### src/rtl/mips_pkg.sv
// -----------------------------------------------------------------------------
// mips_pkg
//   Constants shared by the MIPS datapath blocks: register file, ALU, decoder
//   and pipeline registers. Holds the datapath widths, the architectural
//   register indices that get special treatment, and the stack pointer's
//   reset value.
//
//   Contents:
//     DATA_W           - register and data width in bits
//     ADDR_W           - register index width (2**ADDR_W registers)
//     NUM_REGS         - number of architectural registers
//     REG_ZERO/AT/SP/RA- architectural register indices
//     SP_RESET_DEFAULT - value loaded into $sp on reset
//     reg_reset_value  - reset value of a given register index
// -----------------------------------------------------------------------------
package mips_pkg;

   localparam int DATA_W   = 32;
   localparam int ADDR_W   = 5;
   localparam int NUM_REGS = 2 ** ADDR_W;

   // Architectural register indices with special meaning.
   localparam int REG_ZERO = 0;
   localparam int REG_AT   = 1;
   localparam int REG_SP   = 29;
   localparam int REG_RA   = 31;

   // Top of the initial stack: last word-aligned address of a 16 KiB region.
   localparam logic [31:0] SP_RESET_DEFAULT = 32'h0000_3FFC;

   // Reset value of register 'idx': $sp starts at 'sp_value', all others at 0.
   function automatic logic [31:0] reg_reset_value(input int idx,
                                                   input logic [31:0] sp_value);
      logic [31:0] value;
      value = 32'h0000_0000;
      if (idx == REG_SP) begin
         value = sp_value;
      end else begin
         value = 32'h0000_0000;
      end
      return value;
   endfunction

endpackage : mips_pkg

### src/rtl/reg_read_port.sv
// -----------------------------------------------------------------------------
// reg_read_port
//   One combinational read port of the register file. Selects between the
//   hardwired zero register, the value being written back in this same cycle
//   (bypass), and the stored array word.
//
//   Ports:
//     index      in  [ADDR_W-1:0]  register index requested by this port
//     array_word in  [DATA_W-1:0]  stored array word at 'index'
//     write_reg  in  [ADDR_W-1:0]  destination index of the current writeback
//     write_data in  [DATA_W-1:0]  value of the current writeback
//     reg_write  in  1             writeback enable
//     reset      in  1             active-high reset; suppresses the bypass
//     read_data  out [DATA_W-1:0]  operand delivered to the ALU
// -----------------------------------------------------------------------------
module reg_read_port
   import mips_pkg::*;
#(
   parameter int DATA_W = mips_pkg::DATA_W,
   parameter int ADDR_W = mips_pkg::ADDR_W
) (
   input  logic [ADDR_W-1:0] index,
   input  logic [DATA_W-1:0] array_word,
   input  logic [ADDR_W-1:0] write_reg,
   input  logic [DATA_W-1:0] write_data,
   input  logic              reg_write,
   input  logic              reset,
   output logic [DATA_W-1:0] read_data
);

   logic is_zero_s;
   logic bypass_hit_s;

   // Decode the zero index and the same-cycle bypass condition.
   always_comb begin
      is_zero_s    = 1'b0;
      bypass_hit_s = 1'b0;
      if (index == ADDR_W'(REG_ZERO)) begin
         is_zero_s = 1'b1;
      end else begin
         is_zero_s = 1'b0;
      end
      // A write to $zero never bypasses, and nothing bypasses during reset
      // because the array is being held at its reset values.
      if (reg_write && !reset &&
          (write_reg == index) &&
          (write_reg != ADDR_W'(REG_ZERO))) begin
         bypass_hit_s = 1'b1;
      end else begin
         bypass_hit_s = 1'b0;
      end
   end

   // Priority mux: zero register, then bypass, then stored word.
   always_comb begin
      read_data = '0;
      if (is_zero_s) begin
         read_data = '0;
      end else if (bypass_hit_s) begin
         read_data = write_data;
      end else begin
         read_data = array_word;
      end
   end

endmodule : reg_read_port

### src/rtl/reg_file.sv
// -----------------------------------------------------------------------------
// reg_file
//   32 x 32-bit MIPS general-purpose register file feeding the ALU operands.
//   Two combinational read ports with same-cycle write bypass, one synchronous
//   write port. $zero is hardwired to 0 and never stored; $sp resets to
//   SP_RESET, every other register resets to 0.
//
//   Ports:
//     clk        in  1             system clock, rising-edge active
//     reset      in  1             asynchronous active-high reset
//     read_reg1  in  [ADDR_W-1:0]  rs index (operand A)
//     read_reg2  in  [ADDR_W-1:0]  rt index (operand B)
//     write_reg  in  [ADDR_W-1:0]  writeback destination index
//     write_data in  [DATA_W-1:0]  writeback value
//     reg_write  in  1             writeback enable
//     read_data1 out [DATA_W-1:0]  operand A to the ALU
//     read_data2 out [DATA_W-1:0]  operand B to the ALU
// -----------------------------------------------------------------------------
module reg_file
   import mips_pkg::*;
#(
   parameter int                      DATA_W   = mips_pkg::DATA_W,
   parameter int                      ADDR_W   = mips_pkg::ADDR_W,
   parameter logic [DATA_W-1:0]       SP_RESET = DATA_W'(mips_pkg::SP_RESET_DEFAULT)
) (
   input  logic              clk,
   input  logic              reset,
   input  logic [ADDR_W-1:0] read_reg1,
   input  logic [ADDR_W-1:0] read_reg2,
   input  logic [ADDR_W-1:0] write_reg,
   input  logic [DATA_W-1:0] write_data,
   input  logic              reg_write,
   output logic [DATA_W-1:0] read_data1,
   output logic [DATA_W-1:0] read_data2
);

   localparam int NREGS = 2 ** ADDR_W;

   // Flattened view of the register array; entry 0 is a constant, not a flop.
   logic [DATA_W-1:0] regs_s [NREGS];
   logic              wr_en_s;
   logic [DATA_W-1:0] word1_s;
   logic [DATA_W-1:0] word2_s;

   // Qualify the write: writes targeting $zero are dropped.
   always_comb begin
      wr_en_s = 1'b0;
      if (reg_write && (write_reg != ADDR_W'(REG_ZERO))) begin
         wr_en_s = 1'b1;
      end else begin
         wr_en_s = 1'b0;
      end
   end

   for (genvar g = 0; g < NREGS; g++) begin : g_reg
      if (g == REG_ZERO) begin : g_zero
         assign regs_s[g] = '0;
      end else begin : g_store
         // $sp resets to SP_RESET, every other register to 0.
         localparam logic [DATA_W-1:0] RST_VAL =
            (g == REG_SP) ? SP_RESET : {DATA_W{1'b0}};

         logic [DATA_W-1:0] q_r;

         // Storage flop for this register; reset takes precedence over writes.
         always_ff @(posedge clk or posedge reset) begin
            if (reset) begin
               q_r <= RST_VAL;
            end else if (wr_en_s && (write_reg == ADDR_W'(g))) begin
               q_r <= write_data;
            end else begin
               q_r <= q_r;
            end
         end

         assign regs_s[g] = q_r;
      end
   end

   // Fetch the stored word for each read index.
   always_comb begin
      word1_s = regs_s[read_reg1];
      word2_s = regs_s[read_reg2];
   end

   reg_read_port #(
      .DATA_W (DATA_W),
      .ADDR_W (ADDR_W)
   ) u_port1 (
      .index      (read_reg1),
      .array_word (word1_s),
      .write_reg  (write_reg),
      .write_data (write_data),
      .reg_write  (reg_write),
      .reset      (reset),
      .read_data  (read_data1)
   );

   reg_read_port #(
      .DATA_W (DATA_W),
      .ADDR_W (ADDR_W)
   ) u_port2 (
      .index      (read_reg2),
      .array_word (word2_s),
      .write_reg  (write_reg),
      .write_data (write_data),
      .reg_write  (reg_write),
      .reset      (reset),
      .read_data  (read_data2)
   );

endmodule : reg_file
### config.mk
export PLATFORM = sky130hd
export DESIGN_NAME = reg_file
export DESIGN_NICKNAME = d
export VERILOG_FILES = /design/src/rtl/mips_pkg.sv /design/src/rtl/reg_read_port.sv /design/src/rtl/reg_file.sv
export SDC_FILE = /design/constraint.sdc
export NUM_CORES = 2
export LEC_CHECK = 0
export CORE_UTILIZATION = 59
export CTS_CLUSTER_SIZE = 14
export DETAILED_ROUTE_END_ITERATION = 16
export DONT_BUFFER_PORTS = 1
export PLACE_DENSITY = 0.79
export SYNTH_ARGS = -nofsm -noshare
export SYNTH_HDL_FRONTEND = slang
export SYNTH_SLANG_ARGS = --single-unit
### constraint.sdc
create_clock -name clk -period 76.7 [get_ports clk]
set_input_delay 7.67 -clock clk [delete_from_list [all_inputs] [get_ports clk]]
set_output_delay 7.67 -clock clk [all_outputs]
set_load 0.005 [all_outputs]
==> impl_results.md <==
- Worst path top cell family by delay: simple AND/OR/NAND/NOR gates
- Max cap viols: 0
- TritonCTS buffer count: about 100
- Clock Sinks: just under 1000
- Die H: just over 300 um
- Worst hold slack: a little over 500 ps
- Antenna-violating nets left: 0
- Mapped Area: around 54000 um^2
- Crit-path cells: xor2_1 -> a211oi_1 -> and2_2 -> a22oi_1 -> nand3_1
- Gate power share: 19.6%
- CTS tree: done
- Drt total wl: between 150000 and 200000 um
- IO Pins: about 110
- Synthesized flop and latch total: around 990
- Skew final: 0 ps
- R2R cell count: 1
- Number of remaining DRC errors: 0
- Cell Area, Placed: between 50000 and 60000 um^2
- Via density: around 7.4
- DR pass1 iterations: 5
- Switching power: ~0.39 mW
- Post-synth EDFFs: 0
- Fill count: 6337
- Switch share: roughly a quarter
- Max Slew Vio Count: 0
- RePlAce Congestion: 0.877
- First-pass GRT wire length: around 230000 um
- Setup crit end kind: output pin
- Hold path depth: 2
- Slowest cell on crit path: and2_2
- Maximum vdd ir drop: 0.0183 mV
- Antenna Cells: 0
- Non-Filler Instances: approximately 4600
- Int Power: 1.10 mW
- Reg2reg start: g_reg[13].g_store.q_r[23]
- GRT Util Overall: about a third
- Share of cells above drive strength 1: roughly 52%
- YS warnings: 0
- Post-Route Utilization: 63.6%
- CP Launch Type: input port
- Leak: ~24 nW
- Final hold violation count: 0
- Core area: 90000 um^2
- Commonest non-fill, non-tap cell in the layout: mux2_2
- Initial antenna violation count: 4
- CP Max Fanout: 110
- Post-Syn Nets: 3682
- Biggest regs: g.g_store.q_r: 992 flops
- Die area: 92000 um^2
- Fin nets: ~3400
- Critical hold path startpoint: g_reg[3].g_store.q_r[30]
- CTS root buffer: clkbuf_16
- Post-synth top flop: dfrtp_1
- Port Buf Inserts: 0
- Post-cts sizing count: 0
- Final Cycle Share: roughly a quarter
- Reg-to-reg endpoint: g_reg[13].g_store.q_r[23]
- Vias in the first global route: 35231
- Worst stage delay on the critical path: between 1000 and 1500 ps
- Sequential power share: 46.9%
- Final worst path period need: 18170 ps
- Placed insts: around 4500
- Post-CTS setup buffers: 0
- Initial Utilization: about three fifths
- H-tree depth: 3
- Kind of critical path: input port to output pin
- Count of final setup violators: 0
- Clock power frac: about a third
- Total negative setup slack: 0 ps
- Status: finished clean
- Worst-Margin Slew: ~1400 ps
- Row count: 110
- RSZ-0062 raised after global routing: false
- Slew margin rel.: under 10%
- Async set-or-reset flop fraction in the synthesized netlist: 100%
- Final instance area: approximately 57000 um^2
- Via count: 34247
- Most flop-heavy register: g.g_store.q_r
- Final HPWL DP: ~87000 um
- Insertion delay to the later sink of the worst-skew pair: approximately 660 ps
- Mapped Cells: 3632
- CTS Buffer Depth: 3
- R2R setup slack: ~76000 ps
- FMAX: approximately 55 MHz
- Mapped Avg Cell Area: 14.8 um^2
- Pwr dens: 26.0 nW/um^2
- Worst Path Buf+Inv: 0
- Layout area overhead: 6.93%
- Seq/Total Area, Yosys: between 40% and 50%
- Hold Path End: g_reg[3].g_store.q_r[30]
- Post-synthesis cell type count: 57
- Most frequent cells in the layout: mux2_2, dfrtp_1, mux4_2
- DIE WIDTH: just over 300 um
- Clk slew on worst S/H paths: roughly 60 ps
- Min-delay worst type: flip-flop to flip-flop
- Max reg flops: 992
- CP Data Required Time: 69030 ps
- 1st-iter DRT viols: ~3700
- DR WL/cell: roughly 33 um
- Largest net degree at the start of global routing: 267
- CTS Hold Bufs: 0
- Worst Path Arrival: around 11000 ps
- Total grt overflow: 0
## power groups by stage
| stage | clock (mW) | sequential, mW | combinational, mW |
|---|---|---|---|
| 2_1_floorplan | 0 | 0.684 | 0.256 |
| 3_3_place_gp | 0 | 0.698 | 0.280 |
| 3_5_place_dp | 0 | 0.706 | 0.288 |
| 4_1_cts | 0.503 | 0.698 | 0.290 |
| 5_1_grt | 0.523 | 0.714 | 0.310 |
| 6_report | 0.499 | 0.700 | 0.292 |
## cell usage after synthesis, drive strengths merged, types with 2 or more instances
library cell,n,area (um^2)
nand4b,2,17.5
mux4,457,10300
buf,191,970
nand2b,6,37.5
and2,21,131
inv,6,22.5
nand3,32,160
a221oi,33,289
a211oi,18,140
dfstp,12,315
o221ai,6,52.6
a21oi,21,105
and3,2,12.5
nor3,19,100
nor4,3,25.0
a22oi,89,668
a32oi,2,17.5
nor3b,2,15.0
o211ai,31,246
mux2i,62,621
nand2,127,477
xor2,10,87.6
o21ai,88,444
nor2b,11,68.8
a221o,32,320
o22ai,16,100
mux2,1068,12000
nor2,31,116
a21o,2,15.0
a22o,29,254
dfrtp,980,24500
clkbuf,209,785
## how the worst max path moves through the flow
stage	to	cells past startpoint	start
floorplan	g_reg[10].g_store.q_r[0]	1	reset
global placement	read_data1[28]	5	read_reg1[2]
detailed placement	read_data1[28]	5	read_reg1[2]
CTS	read_data1[28]	5	read_reg1[3]
global route	read_data1[24]	5	read_reg1[2]
finish	read_data1[28]	5	read_reg1[2]
## routing by layer
layer  global-route usage [%]  part of all wire, %
met2                     52.6                   46
met4                     15.0                  4.6
met3                     10.7                   12
met5                        0                0.025
met1                     46.4                   37
## through the flow
stage          total power [mW]  setup WS, ps
3_3_place_gp              0.978         58770
3_5_place_dp              0.994         58730
2_1_floorplan             0.940         41140
5_1_grt                    1.55         58510
6_report                   1.49         58530
4_1_cts                    1.49         58740
## kinds of logic (layout without fill, tap and decap cells)
group / after synthesis / in the layout / share of synthesized area, %
xor+xnor: 10 / 10 / 0.163
flops: 992 / 992 / 46.4
buf+inv: 406 / 246 / 3.32
mux: 1587 / 1587 / 42.8
compound gates: 374 / 374 / 5.06
simple gates: 263 / 263 / 2.28
## area by class of cell
cell class	instances	area, um^2	share of cell area (%)
Clock buffer	154	3050	5.32
Clock inverter	31	298	0.520
Inverter	6	30.0	0.0524
Multi-Input combinational cell	2234	27200	47.5
Sequential cell	992	24800	43.4
Tap cell	1176	1470	2.57
Timing Repair Buffer	55	413	0.721
Note: power is estimated with default switching activity, not from simulation.
